==> src/rtl/game_input_tick.sv <==
`default_nettype none
// ============================================================================
// Module   : game_input_tick
// Purpose  : Button conditioning and game timing for the Tetris top.
//            Per channel: 2-FF synchroniser, debouncer, press/release pulses
//            and an auto-repeat FSM. Also produces a level-scaled one-cycle
//            game tick enable so game logic runs on Clk with an enable.
// Ports    : Clk        - system clock
//            Reset_n    - synchronous reset, active low
//            btn_raw    - asynchronous raw buttons
//            repeat_en  - per-channel auto-repeat enable
//            level      - game speed level
//            tick_en    - 1 = tick counter runs, 0 = counter held at 0
//            btn_level  - debounced button state
//            btn_press  - 1-cycle pulse on debounced rise
//            btn_rel    - 1-cycle pulse on debounced fall
//            btn_act    - 1-cycle action pulse (press plus auto-repeats)
//            tick       - 1-cycle game tick enable
// Revision : 1.0 - initial release
// ============================================================================
module game_input_tick #(
    parameter int NUM_BTN          = 5,
    parameter int DEBOUNCE_CYC     = 1_000_000,
    parameter int REPEAT_DELAY_CYC = 25_000_000,
    parameter int REPEAT_RATE_CYC  = 5_000_000,
    parameter int LEVEL_W          = 4,
    parameter int TICK_BASE        = 16_777_216,
    parameter int TICK_STEP        = 1_048_576,
    parameter int TICK_MIN         = 2_097_152
) (
    input  logic               Clk,
    input  logic               Reset_n,
    input  logic [NUM_BTN-1:0] btn_raw,
    input  logic [NUM_BTN-1:0] repeat_en,
    input  logic [LEVEL_W-1:0] level,
    input  logic               tick_en,
    output logic [NUM_BTN-1:0] btn_level,
    output logic [NUM_BTN-1:0] btn_press,
    output logic [NUM_BTN-1:0] btn_rel,
    output logic [NUM_BTN-1:0] btn_act,
    output logic               tick
);

    localparam int DB_W   = $clog2(DEBOUNCE_CYC);
    localparam int RC_MAX = (REPEAT_DELAY_CYC > REPEAT_RATE_CYC) ? REPEAT_DELAY_CYC : REPEAT_RATE_CYC;
    localparam int RC_W   = $clog2(RC_MAX + 1);

    localparam logic [DB_W-1:0] c_db_last    = DB_W'(DEBOUNCE_CYC - 1);
    localparam logic [RC_W-1:0] c_delay_last = RC_W'(REPEAT_DELAY_CYC - 1);
    localparam logic [RC_W-1:0] c_rate_last  = RC_W'(REPEAT_RATE_CYC - 1);

    typedef enum logic [1:0] {
        ST_IDLE  = 2'd0,
        ST_DELAY = 2'd1,
        ST_RPT   = 2'd2
    } rpt_state_t;

    // ------------------------------------------------------------------
    // Two-stage synchroniser for all channels
    // ------------------------------------------------------------------
    logic [NUM_BTN-1:0] r_s1;
    logic [NUM_BTN-1:0] r_s2;

    always_ff @(posedge Clk) begin
        if (!Reset_n) begin
            r_s1 <= '0;
            r_s2 <= '0;
        end else begin
            r_s1 <= btn_raw;
            r_s2 <= r_s1;
        end
    end

    // ------------------------------------------------------------------
    // Per-channel debounce, edge pulses and auto-repeat
    // ------------------------------------------------------------------
    for (genvar i = 0; i < NUM_BTN; i++) begin : g_ch
        logic [DB_W-1:0] r_cnt;
        logic            r_stable;
        logic            r_press;
        logic            r_rel;
        logic            r_act;
        rpt_state_t      r_state;
        logic [RC_W-1:0] r_rc;

        logic w_diff;
        logic w_flip;
        logic w_rise;
        logic w_fall;

        assign w_diff = (r_s2[i] != r_stable);
        assign w_flip = w_diff && (r_cnt == c_db_last);
        // Edge pulses are derived from the flip itself so that they line up
        // with the first cycle btn_level shows the new value.
        assign w_rise = w_flip && r_s2[i];
        assign w_fall = w_flip && !r_s2[i];

        always_ff @(posedge Clk) begin
            if (!Reset_n) begin
                r_cnt    <= '0;
                r_stable <= 1'b0;
                r_press  <= 1'b0;
                r_rel    <= 1'b0;
                r_act    <= 1'b0;
                r_state  <= ST_IDLE;
                r_rc     <= '0;
            end else begin
                r_press <= w_rise;
                r_rel   <= w_fall;
                r_act   <= 1'b0;

                if (w_diff) begin
                    if (w_flip) begin
                        r_stable <= ~r_stable;
                        r_cnt    <= '0;
                    end else begin
                        r_cnt <= r_cnt + 1'b1;
                    end
                end else begin
                    r_cnt <= '0;
                end

                case (r_state)
                    ST_IDLE: begin
                        if (w_rise) begin
                            r_act   <= 1'b1;
                            r_rc    <= '0;
                            r_state <= repeat_en[i] ? ST_DELAY : ST_IDLE;
                        end
                    end
                    ST_DELAY: begin
                        if (w_fall || !repeat_en[i]) begin
                            r_state <= ST_IDLE;
                            r_rc    <= '0;
                        end else if (r_rc == c_delay_last) begin
                            r_act   <= 1'b1;
                            r_rc    <= '0;
                            r_state <= ST_RPT;
                        end else begin
                            r_rc <= r_rc + 1'b1;
                        end
                    end
                    ST_RPT: begin
                        if (w_fall || !repeat_en[i]) begin
                            r_state <= ST_IDLE;
                            r_rc    <= '0;
                        end else if (r_rc == c_rate_last) begin
                            r_act <= 1'b1;
                            r_rc  <= '0;
                        end else begin
                            r_rc <= r_rc + 1'b1;
                        end
                    end
                    default: begin
                        r_state <= ST_IDLE;
                        r_rc    <= '0;
                    end
                endcase
            end
        end

        assign btn_level[i] = r_stable;
        assign btn_press[i] = r_press;
        assign btn_rel[i]   = r_rel;
        assign btn_act[i]   = r_act;
    end

    // ------------------------------------------------------------------
    // Game tick: period = max(TICK_BASE - level*TICK_STEP, TICK_MIN)
    // ------------------------------------------------------------------
    logic [31:0] w_dec;
    logic [31:0] w_diff_p;
    logic [31:0] w_period;
    logic [31:0] r_tcnt;
    logic        r_tick;

    always_comb begin
        w_dec    = 32'(level) * 32'(TICK_STEP);
        w_diff_p = 32'(TICK_BASE) - w_dec;
        // A reduction at or beyond the base would go negative; clamp instead.
        if (w_dec >= 32'(TICK_BASE)) begin
            w_period = 32'(TICK_MIN);
        end else if (w_diff_p < 32'(TICK_MIN)) begin
            w_period = 32'(TICK_MIN);
        end else begin
            w_period = w_diff_p;
        end
    end

    always_ff @(posedge Clk) begin
        if (!Reset_n) begin
            r_tcnt <= '0;
            r_tick <= 1'b0;
        end else if (!tick_en) begin
            r_tcnt <= '0;
            r_tick <= 1'b0;
        end else if (r_tcnt >= w_period - 32'd1) begin
            // ">=" catches a level change that shrank the period below the
            // current count: fire now rather than overrun.
            r_tcnt <= '0;
            r_tick <= 1'b1;
        end else begin
            r_tcnt <= r_tcnt + 32'd1;
            r_tick <= 1'b0;
        end
    end

    assign tick = r_tick;

endmodule
`default_nettype wire

==> config.mk <==
export PLATFORM = sky130hd
export DESIGN_NAME = game_input_tick
export DESIGN_NICKNAME = d
export VERILOG_FILES = /design/src/rtl/game_input_tick.sv
export SDC_FILE = /design/constraint.sdc
export NUM_CORES = 1
export LEC_CHECK = 0
export BUFFER_PORTS_ARGS = -buffer_cell sky130_fd_sc_hd__buf_2
export CAP_MARGIN = 5
export CORE_ASPECT_RATIO = 1.5
export CORE_MARGIN = 2
export CORE_UTILIZATION = 45
export DETAILED_ROUTE_END_ITERATION = 7
export SLEW_MARGIN = 20
export SYNTH_ARGS = -nofsm -noshare
export SYNTH_HDL_FRONTEND = slang
export SYNTH_SLANG_ARGS = --single-unit
==> constraint.sdc <==
create_clock -name Clk -period 3.5 [get_ports Clk]
set_clock_uncertainty 0.15 [all_clocks]
set_input_delay 0.35 -clock Clk [delete_from_list [all_inputs] [get_ports Clk]]
set_output_delay 0.35 -clock Clk [all_outputs]
set_load 0.1 [all_outputs]
==> results.sh <==
export IMPL_outcome="finished, final reports clean"
export IMPL_cp_arrival_ns=3.31
export IMPL_clk_pin_slew_ns=0.07
export IMPL_area_growth_pct=10.5
export IMPL_core_sq_um=34300
export IMPL_start_kind="flop"
export IMPL_drv_cap=0
export IMPL_ctsRootBufferMaster="clkbuf_16"
export IMPL_cts_buffer_depth=3
export IMPL_cts_sink_count=298
export IMPL_power_total_uw=7000
export IMPL_synthesis_area_sq_um=15700
export IMPL_yosysUniqueCellTypes=77
export IMPL_dpl_hpwl_mm=24.0
export IMPL_initial_utilization_pct=45.8
export IMPL_critPathMaxFanout=31
export IMPL_cts_tree="built"
export IMPL_io_pins=38
export IMPL_numCtsBuffers=31
export IMPL_post_drt_via_cell_ratio=5.76
export IMPL_hold_violations=0
export IMPL_wl_mm=35.1
export IMPL_routedWlPerCell_microns=14.6
export IMPL_drive_gt1_share_pct=7.93
export IMPL_end_kind="flop"
export IMPL_grt_antenna_before_repair=0
export IMPL_min_period_over_period_pct=86.0
export IMPL_die_h_microns=233
export IMPL_grt_max_degree=60
export IMPL_first_pass_iters=6
export IMPL_hp_class="input pin to flop"
export IMPL_fmax_mhz=332
export IMPL_antenna_left=0
export IMPL_route_detailed_drc=0
export IMPL_synth_edff_count=0
export IMPL_grt_overflow_total=0
export IMPL_fp_row_count=83
export IMPL_path_class="flop to flop"
export IMPL_gr_usage_all_layers_pct=19.2
export IMPL_syn_area_per_cell_sq_um=8.06
export IMPL_postLayoutCoreUtil_pct=50.6
export IMPL_ys_flop_type="dfxtp_1"
export IMPL_synth_async_reset_ratio_pct=0
export IMPL_crit_required_ns=3.80
export IMPL_placed_area_sq_um=16200
export IMPL_dieArea_sq_um=36400
export IMPL_ys_seq_elements=298
export IMPL_grt_pass1_vias=13085
export IMPL_final_area_sq_um=17300
export IMPL_die_w_microns=156
export IMPL_grt_pass1_wl_mm=60.2
export IMPL_nets=2019
export IMPL_finalSetupViolCount=0
export IMPL_numPlacedInstances=2338
export IMPL_synth_warning_count=0
export IMPL_worstMarginPinSlew_ns=0.936
export IMPL_io_buffers=37
export IMPL_drt_iter0_markers=856
export IMPL_clock_latency_ns=0.58
export IMPL_p_leak_uw=0.00568
export IMPL_slew_limit_headroom_pct=37.6
export IMPL_period_minus_slack_ns=3.01
export IMPL_ir_drop_uv=425
export IMPL_h_tree_depth=1
export IMPL_synth_cells=1946
export IMPL_post_cts_buffers=0
export IMPL_setup_tns_ns=0
export IMPL_slew_violations=0
export IMPL_ys_seq_area_share_pct=38.0
export IMPL_powerDensity_nw_per_um2=404
export IMPL_rsz0062_at_grt="false"
export IMPL_instances_no_fill=2406
export IMPL_place_gp_congestion=0.808
export IMPL_antenna_cells=0
export IMPL_vias=13853
==> Yosys cell counts, drive strengths merged, types with 5 or more instances <==
| cell | n | area share [%] |
|---|---|---|
| or2 | 15 | 0.60 |
| and3 | 43 | 1.7 |
| nor4 | 26 | 1.1 |
| nor2 | 208 | 5.0 |
| and4 | 22 | 1.2 |
| o21a | 16 | 0.77 |
| nand2b | 12 | 0.48 |
| nand2 | 228 | 5.5 |
| or4 | 34 | 1.6 |
| nand4b | 11 | 0.61 |
| o21ai | 38 | 1.2 |
| nor4b | 7 | 0.39 |
| xnor2 | 50 | 2.8 |
| nand3 | 188 | 6.0 |
| clkbuf | 69 | 1.9 |
| a211oi | 5 | 0.27 |
| nor4bb | 6 | 0.38 |
| nor2b | 18 | 0.72 |
| o22ai | 8 | 0.32 |
| a21oi | 43 | 1.4 |
| a31oi | 85 | 3.4 |
| a31o | 5 | 0.28 |
| mux2i | 12 | 0.77 |
| or3 | 43 | 1.7 |
| buf | 34 | 1.5 |
| xor2 | 71 | 4.0 |
| and2 | 35 | 1.4 |
| ha | 46 | 3.7 |
| o211ai | 21 | 1.0 |
| nand4 | 73 | 2.9 |
| inv | 50 | 1.2 |
| a21o | 10 | 0.48 |
| nand3b | 10 | 0.48 |
| nor3 | 41 | 1.3 |
| dfxtp | 298 | 38 |
==> layer usage <==
metal,GRT usage [%],vias up,wire [microns]
met5,0,-,0
met4,5.71,0,742
met3,2.29,56,1090
met2,36.0,183,18100
met1,22.6,6592,15200
li1,-,7022,-
==> area by class of cell <==
class                   instances  area, sq um
multi-input cells            1498         9020
clock buffers                  43          901
fillers                      3308        16900
repair buffers                 77          551
well taps                     425          532
flip-flops and latches        298         5970
clock inverters                15          173
inverters                      50          189
==> cell usage in the layout, fill, tap and decap left out, types with 11 or more instances in the layout <==
master	count
a21oi_1	42
a31oi_1	83
and2_1	31
and3_1	43
and4_1	22
buf_2	36
buf_4	28
clkbuf_16	31
dfxtp_1	298
ha_1	46
inv_1	49
mux2i_1	12
nand2_1	228
nand2b_1	12
nand3_1	187
nand4_1	73
nand4b_1	11
nor2_1	208
nor2b_1	18
nor3_1	41
nor4_1	25
o211ai_1	21
o21a_1	16
o21ai_0	27
or2_2	12
or3_1	43
or4_1	34
xnor2_1	50
xor2_1	71
==> path summary, 6_finish.rpt <==
kind,start,endpoint,slack (ns),depth (start not counted)
setup / recovery,g_ch[4].r_rc[14],g_ch[4].r_rc[16],0.49,7
hold / removal,tick_en,tick,0.06,3
setup reg to reg,g_ch[4].r_rc[14],g_ch[4].r_rc[16],0.49,7
hold reg to reg,g_ch[2].r_cnt[0],g_ch[2].r_cnt[0],0.29,1
==> cells by family (layout without fill, tap and decap cells) <==
group	Yosys count	in the layout	synth area share (%)
muxes	14	14	0.910
and+or+nand+nor	1038	1038	34.2
other	1	4	0.0239
adders and majority gates	46	46	3.67
buffers and inverters	153	185	4.64
AOI/OAI and AO/OA	275	275	11.7
DFF	298	298	38.0
xor gates and xnor gates	121	121	6.76
==> stage by stage <==
| step | hold slack [ns] | worst slack [ns] |
|---|---|---|
| final | 0.0602 | 0.488 |
| after global routing | 0.0468 | 0.267 |
| after CTS | 0.0325 | 0.483 |
| after detailed placement | 0.273 | 0.0697 |
| after global placement | 0.267 | 0.136 |
| after floorplan | 0.262 | 0.211 |
==> state kept, by name, indices dropped and copies added, names as in the netlist, 5 cells and up <==
| name | count |
|---|---|
| r_s1 | 5 |
| g_ch.r_cnt | 100 |
| g_ch.r_rc | 125 |
| g_ch.r_act | 5 |
| g_ch.r_press | 5 |
| g_ch.r_rel | 5 |
| r_s2 | 5 |
| g_ch.r_state | 10 |
| g_ch.r_stable | 5 |
| r_tcnt | 32 |
==> timing repair <==
| action | CTS | global route |
|---|---|---|
| resized for setup | 0 | 0 |
| hold endpoints to repair | 11 | 0 |
| hold buffers | 10 | 0 |
| endpoints found under the setup margin | 0 | 0 |
==> critical path: stages (launching register included) <==
cell      delay (ns)
dfxtp_1         0.43
or4b_1          0.46
or4_1           0.57
o41ai_1         0.46
a21oi_2         0.26
buf_4           0.30
o311ai_0        0.15
a31oi_1         0.13
==> report_power, final <==
part           internal (uW)  leakage [uW]  switching [uW]  total [uW]
combinational           53.9       0.00276            98.3         152
clock                   2020      0.000526            1420        3440
sequential              3400       0.00240            5.92        3400
total                   5470       0.00568            1530        7000
(Power assumes the default switching activity.)
